$ cat src/rtl/byte_stream_io_pkg.sv
// Shared register map and status bit layout for the byte-stream peripheral.
package byte_stream_io_pkg;

   typedef enum logic [3:0] {
      OFF_STATUS = 4'd0,
      OFF_RXDATA = 4'd2,
      OFF_TXDATA = 4'd4,
      OFF_LEVEL  = 4'd6
   } reg_off_e;

   localparam int ST_RX_AVAIL = 0;
   localparam int ST_TX_SPACE = 1;
   localparam int ST_TX_OVF   = 2;
   localparam int ST_TX_EMPTY = 3;

   localparam logic [15:0] REG_ONEHOT_BASE = 16'h0001;

   // One-hot register select indexed by byte offset.
   function automatic logic [15:0] reg_onehot(input logic [3:0] off);
      return REG_ONEHOT_BASE << off;
   endfunction

endpackage

$ cat src/rtl/byte_stream_io_if.sv
// Peripheral bus plus RX/TX byte streams of the byte-stream peripheral.
interface byte_stream_io_if;
   logic [13:0] per_addr;
   logic [15:0] per_din;
   logic        per_en;
   logic [1:0]  per_we;
   logic [15:0] per_dout;
   logic [7:0]  rx_data;
   logic        rx_valid;
   logic        rx_ready;
   logic [7:0]  tx_data;
   logic        tx_valid;
   logic        tx_ready;

   modport slave (
      input  per_addr, per_din, per_en, per_we, rx_data, rx_valid, tx_ready,
      output per_dout, rx_ready, tx_data, tx_valid
   );

   modport master (
      output per_addr, per_din, per_en, per_we, rx_data, rx_valid, tx_ready,
      input  per_dout, rx_ready, tx_data, tx_valid
   );
endinterface

$ cat src/rtl/byte_stream_io_fifo.sv
// Synchronous byte FIFO; push when full and pop when empty are ignored.
module sync_byte_fifo #(
   parameter int AW = 3
) (
   input  logic          clk,
   input  logic          rst_n,
   input  logic          push,
   input  logic          pop,
   input  logic [7:0]    din,
   output logic [7:0]    dout,
   output logic [AW:0]   count,
   output logic          full,
   output logic          empty
);
   localparam int DEPTH = 1 << AW;
   localparam logic [AW-1:0] PTR_ONE = 1;
   localparam logic [AW:0]   CNT_ONE = 1;

   logic [7:0]    r_mem [DEPTH];
   logic [AW-1:0] r_wr_ptr, r_rd_ptr;
   logic [AW:0]   r_count;
   logic          w_push, w_pop;

   // Count never exceeds DEPTH, so its MSB alone flags full.
   assign full   = r_count[AW];
   assign empty  = (r_count == '0);
   assign count  = r_count;
   assign w_push = push & ~full;
   assign w_pop  = pop & ~empty;
   assign dout   = empty ? 8'h00 : r_mem[r_rd_ptr];

   always_ff @(posedge clk) begin
      if (w_push) r_mem[r_wr_ptr] <= din;
   end

   always_ff @(posedge clk or negedge rst_n) begin
      if (!rst_n) begin
         r_wr_ptr <= '0;
         r_rd_ptr <= '0;
         r_count  <= '0;
      end else begin
         if (w_push) r_wr_ptr <= r_wr_ptr + PTR_ONE;
         if (w_pop)  r_rd_ptr <= r_rd_ptr + PTR_ONE;
         case ({w_push, w_pop})
            2'b10:   r_count <= r_count + CNT_ONE;
            2'b01:   r_count <= r_count - CNT_ONE;
            default: r_count <= r_count;
         endcase
      end
   end
endmodule

$ cat src/rtl/byte_stream_io.sv
// Memory-mapped byte-stream peripheral: bus decoder, tx_ovf flag and read mux
// around an RX FIFO (stream in, CPU pop) and a TX FIFO (CPU push, stream out).
module byte_stream_io
   import byte_stream_io_pkg::*;
#(
   parameter logic [14:0] BASE_ADDR = 15'h00c8,
   parameter int          DEC_WD    = 3,
   parameter int          FIFO_AW   = 3
) (
   input  logic            mclk,
   input  logic            puc_rst_n,
   byte_stream_io_if.slave bus
);
   localparam int CW = FIFO_AW + 1;

   logic              w_sel, w_rd, w_wr;
   logic [DEC_WD-2:0] w_idx;
   logic [15:0]       w_reg;
   logic [15:0]       w_dout;
   logic              w_rx_push, w_rx_pop, w_rx_full, w_rx_empty, w_rx_ready;
   logic              w_tx_push, w_tx_pop, w_tx_full, w_tx_empty;
   logic [7:0]        w_rx_dout, w_tx_dout;
   logic [CW-1:0]     w_rx_count, w_tx_count;
   logic              w_ovf_set, w_ovf_clr;
   logic              r_tx_ovf;
   logic              w_unused;

   assign w_sel = bus.per_en & (bus.per_addr[13:DEC_WD-1] == BASE_ADDR[14:DEC_WD]);
   assign w_idx = bus.per_addr[DEC_WD-2:0];
   assign w_reg = reg_onehot(4'({w_idx, 1'b0}));
   assign w_rd  = w_sel & (bus.per_we == 2'b00);
   assign w_wr  = w_sel & bus.per_we[0];
   assign w_unused = ^bus.per_din[15:8];

   assign w_rx_ready   = ~w_rx_full & puc_rst_n;
   assign bus.rx_ready = w_rx_ready;
   assign w_rx_push    = bus.rx_valid & w_rx_ready;
   assign w_rx_pop     = w_rd & w_reg[OFF_RXDATA];

   assign bus.tx_valid = ~w_tx_empty;
   assign bus.tx_data  = w_tx_dout;
   assign w_tx_push    = w_wr & w_reg[OFF_TXDATA];
   assign w_tx_pop     = ~w_tx_empty & bus.tx_ready;

   sync_byte_fifo #(.AW(FIFO_AW)) u_rx_fifo (
      .clk(mclk), .rst_n(puc_rst_n), .push(w_rx_push), .pop(w_rx_pop),
      .din(bus.rx_data), .dout(w_rx_dout), .count(w_rx_count),
      .full(w_rx_full), .empty(w_rx_empty)
   );

   sync_byte_fifo #(.AW(FIFO_AW)) u_tx_fifo (
      .clk(mclk), .rst_n(puc_rst_n), .push(w_tx_push), .pop(w_tx_pop),
      .din(bus.per_din[7:0]), .dout(w_tx_dout), .count(w_tx_count),
      .full(w_tx_full), .empty(w_tx_empty)
   );

   // Set beats clear when both land in the same cycle.
   assign w_ovf_set = w_tx_push & w_tx_full;
   assign w_ovf_clr = w_wr & w_reg[OFF_STATUS] & bus.per_din[ST_TX_OVF];

   always_ff @(posedge mclk or negedge puc_rst_n) begin
      if (!puc_rst_n)     r_tx_ovf <= 1'b0;
      else if (w_ovf_set) r_tx_ovf <= 1'b1;
      else if (w_ovf_clr) r_tx_ovf <= 1'b0;
   end

   always_comb begin
      w_dout = '0;
      if (w_rd) begin
         if (w_reg[OFF_STATUS]) begin
            w_dout[ST_RX_AVAIL] = ~w_rx_empty;
            w_dout[ST_TX_SPACE] = ~w_tx_full;
            w_dout[ST_TX_OVF]   = r_tx_ovf;
            w_dout[ST_TX_EMPTY] = w_tx_empty;
         end else if (w_reg[OFF_RXDATA]) begin
            w_dout = {8'h00, w_rx_dout};
         end else if (w_reg[OFF_LEVEL]) begin
            w_dout = {8'(w_tx_count), 8'(w_rx_count)};
         end
      end
   end

   assign bus.per_dout = w_dout;
endmodule

$ cat src/flat_wrapper.sv
// flat-port wrapper written by rule: the top's interface ports become plain ports
module byte_stream_io_flat import byte_stream_io_pkg::*;
#(
   parameter logic [14:0] BASE_ADDR = 15'h00c8,
   parameter int          DEC_WD    = 3,
   parameter int          FIFO_AW   = 3
)
  (mclk, puc_rst_n, bus_per_addr, bus_per_din, bus_per_en, bus_per_we, bus_rx_data, bus_rx_valid, bus_tx_ready, bus_per_dout, bus_rx_ready, bus_tx_data, bus_tx_valid);
  byte_stream_io_if bus_i ();
  input  logic mclk;
  input  logic puc_rst_n;
  input wire logic [$bits(bus_i.per_addr)-1:0] bus_per_addr;
  input wire logic [$bits(bus_i.per_din)-1:0] bus_per_din;
  input wire logic [$bits(bus_i.per_en)-1:0] bus_per_en;
  input wire logic [$bits(bus_i.per_we)-1:0] bus_per_we;
  input wire logic [$bits(bus_i.rx_data)-1:0] bus_rx_data;
  input wire logic [$bits(bus_i.rx_valid)-1:0] bus_rx_valid;
  input wire logic [$bits(bus_i.tx_ready)-1:0] bus_tx_ready;
  output wire logic [$bits(bus_i.per_dout)-1:0] bus_per_dout;
  output wire logic [$bits(bus_i.rx_ready)-1:0] bus_rx_ready;
  output wire logic [$bits(bus_i.tx_data)-1:0] bus_tx_data;
  output wire logic [$bits(bus_i.tx_valid)-1:0] bus_tx_valid;
  assign bus_i.per_addr = bus_per_addr;
  assign bus_i.per_din = bus_per_din;
  assign bus_i.per_en = bus_per_en;
  assign bus_i.per_we = bus_per_we;
  assign bus_i.rx_data = bus_rx_data;
  assign bus_i.rx_valid = bus_rx_valid;
  assign bus_i.tx_ready = bus_tx_ready;
  assign bus_per_dout = bus_i.per_dout;
  assign bus_rx_ready = bus_i.rx_ready;
  assign bus_tx_data = bus_i.tx_data;
  assign bus_tx_valid = bus_i.tx_valid;
  byte_stream_io #(.BASE_ADDR(BASE_ADDR), .DEC_WD(DEC_WD), .FIFO_AW(FIFO_AW)) u_core (.mclk(mclk), .puc_rst_n(puc_rst_n), .bus(bus_i));
endmodule
$ cat config.mk
export PLATFORM = sky130hd
export DESIGN_NAME = byte_stream_io_flat
export DESIGN_NICKNAME = d
export VERILOG_FILES = /design/src/rtl/byte_stream_io_pkg.sv /design/src/rtl/byte_stream_io_if.sv /design/src/rtl/byte_stream_io_fifo.sv /design/src/rtl/byte_stream_io.sv /design/src/flat_wrapper.sv
export SDC_FILE = /design/constraint.sdc
export NUM_CORES = 1
export LEC_CHECK = 0
export ABC_AREA = 1
export CAP_MARGIN = 20
export CORE_ASPECT_RATIO = 1.2
export CORE_MARGIN = 4
export CORE_UTILIZATION = 61
export CTS_CLUSTER_DIAMETER = 100
export DETAILED_ROUTE_END_ITERATION = 8
export PLACE_DENSITY = 0.85
export SYNTH_ARGS = -nofsm -noshare
export SYNTH_HDL_FRONTEND = slang
export SYNTH_HIERARCHICAL = 1
export SYNTH_SLANG_ARGS = --single-unit
$ cat constraint.sdc
create_clock -name mclk -period 5.4 [get_ports mclk]
set_input_delay 1.08 -clock mclk [delete_from_list [all_inputs] [get_ports mclk]]
set_output_delay 1.08 -clock mclk [all_outputs]
set_load 0.02 [all_outputs]
==> impl_metrics.ini <==
[route]
dr.pass1.iters = 5
drcViolationCount = 0
via_per_inst = 5.79
vias = 4803
finalWirelength_mm = 14.5
first_iter_violations = 335
ant_nets = 0
wire_per_inst_um = 17.5

[final_layout]
final_common_cell = nor2_1
finalNetCount = 742
area_delta_synth_final_pct = 17.1
final_cell_mix = nor2_1 (159), edfxtp_1 (128), nand2_1 (80), clkdlybuf4s50_1 (58), o21ai_1 (55)
fillers = 683
final_util = 0.741
drive_gt1_frac = 0.0900
antenna_cells = 0
fin_area_um2 = 7910

[power]
p_leak_nw = 3.03
power_density_nw_per_um2 = 451
power_w = 0.00357
vdd_drop_max_v = 0.000273

[placement]
place_congestion = 0.759
dpl_cell_area_um2 = 7320
numPortBuffers = 58
hpwl_mm = 9.34

[sta]
setup_viol = 0
holdWs_ps = 492
hold_violations = 0
rsz0062_at_grt = false
max_freq_mhz = 237
fin_skew_ps = 8.59
maxSlewHeadroom = 0.383
period_minus_slack_ps = 4210
fin_tns_setup_ps = 0
max_slew.worst_pin.slew_ps = 926
period_share = 0.780
maxSlewViolCount = 0

[min_path]
hold_class = reg -> reg

[setup_path]
worst-setup-path-type = reg -> out
crit_required_ps = 4320
end_kind = output port
worstPathMaxFanout = 26
startpoint_type = register
cp.arrival_ps = 3130

[clock_network]
tritoncts = yes
clock_latency_ps = 420
clk_pin_slew_ps = 60
htreeDepth = 4
post_cts_resized = 0
root_buffer = clkbuf_16
post_cts_buffers = 0
clk_path_buf_depth = 2
cts_buffers = 17
hold_buffers = 0
cts_sinks = 149

[logic_synthesis]
yosysWarnings = 6
ys_ff_latch = 149
seq_area_frac_synth = 0.647
syn_area_um2 = 6760
netlist_instances = 630
synth.avg_cell_area_um2 = 10.7
synth_cell_type_count = 33

[global_route]
track_usage = 0.235
grt_pass1_vias = 4772
grt_overflow = 0
grt_max_degree = 35
antenna_found_initial = 0
grt_pass1_wl_mm = 23.4

[floorplanning]
die_h_um = 123
dieArea_um2 = 12800
core_region_area_um2 = 10700
die_w_um = 104
start_util = 0.633
io_pins = 71
core.rowCount = 41

[run]
cap_violations = 0

[run_status]
outcome = finished, final reports clean
## critical path, cell delays in order (launching register included)
cell             delay [ps]
dfrtp_1                 730
inv_1                   410
o21ai_1                 140
o22ai_1                 160
nor2_1                   70
nor2_1                  180
inv_1                    70
o22ai_1                 180
a21oi_1                  60
nor2_1                   90
clkdlybuf4s50_1         610
## report_power, final
part / leakage, nW / internal (W) / switching (W)
clock network: 0.288 / 0.000653 / 0.000493
logic: 1.34 / 0.000382 / 0.000584
registers: 1.40 / 0.00133 / 0.000123
total: 3.03 / 0.00237 / 0.00120
## layout make-up
type                    instances  area [um^2]  share of cell area
clock inverters                15          164              0.0207
flip-flops and latches        149         4370               0.552
multi-input cells             407         2000               0.252
repair buffers                 61          603              0.0762
well taps                     129          161              0.0204
inverters                      51          191              0.0242
clock buffers                  17          425              0.0538
## path summary, 6_finish.rpt
kind	startpoint	end	slack, ps	cells past startpoint
worst min register to register	u_core/r_tx_ovf	u_core/r_tx_ovf	490	2
min in group asynchronous	puc_rst_n	u_core/u_tx_fifo/count[1]	1010	2
worst max-delay path	u_core/u_rx_fifo/r_rd_ptr[1]	bus_per_dout[3]	1190	10
worst max register to register	u_core/u_tx_fifo/count[3]	u_core/u_tx_fifo/count[2]	2960	14
worst min-delay path	u_core/r_tx_ovf	u_core/r_tx_ovf	490	2
max in group asynchronous	puc_rst_n	u_core/u_tx_fifo/r_wr_ptr[1]	4150	2
## cells in the mapped netlist
library cell	n	share of area
a21oi_1	5	0.0037
and2_4	1	0.0013
buf_2	2	0.0015
buf_4	14	0.016
buf_6	8	0.013
clkbuf_1	2	0.0011
conb_1	1	0.00055
dfrtp_1	21	0.078
edfxtp_1	128	0.57
ha_1	10	0.019
inv_1	44	0.024
inv_2	7	0.0039
nand2_1	80	0.044
nand2_2	1	0.00093
nand2_4	1	0.0017
nand3_1	9	0.0067
nand3_2	2	0.0030
nand3b_1	1	0.0011
nand4_1	3	0.0028
nor2_1	159	0.088
nor2_2	7	0.0065
nor3b_1	1	0.0011
o211ai_1	13	0.014
o211ai_2	4	0.0074
o21ai_0	14	0.010
o21ai_1	55	0.041
o21ai_2	4	0.0052
o221ai_1	1	0.0013
o22ai_1	19	0.018
or2_1	1	0.00093
or2_2	1	0.00093
xnor2_1	5	0.0065
xor2_1	6	0.0078
## kinds of logic (layout without fill, tap and decap cells)
group | count (synthesis) | after routing | synth area share
adders and majority gates | 10 | 10 | 0.0185
other | 1 | 4 | 0.000555
DFF | 149 | 149 | 0.647
xor gates and xnor gates | 11 | 11 | 0.0143
and+or+nand+nor | 267 | 267 | 0.160
AOI/OAI and AO/OA | 115 | 115 | 0.101
buffers and inverters | 77 | 144 | 0.0598
## per-stage QoR
step | cells | setup WS [ps]
detailed placement | 797 | 1250
floorplan | 633 | 2440
CTS | 829 | 1170
global route | 829 | 974
global placement | 797 | 1330
finish | 829 | 1190
## routing by layer
layer  track usage  vias up  wire (um)
li1              -     2269          -
met5             0        -          0
met1         0.266     2350       5430
met3        0.0512       16        850
met2         0.442      168       8050
met4        0.0815        0        216
## sequential cells by signal, indices dropped and copies added, names as in the netlist
signal                     count
u_core/u_tx_fifo/r_mem        64
u_core/u_rx_fifo/r_mem        64
u_core/u_tx_fifo/r_rd_ptr      3
u_core/u_rx_fifo/count         4
u_core/u_tx_fifo/r_wr_ptr      3
u_core/u_tx_fifo/count         4
u_core/u_rx_fifo/r_rd_ptr      3
u_core/u_rx_fifo/r_wr_ptr      3
u_core/r_tx_ovf                1
Note: power is estimated with default switching activity, not from simulation.
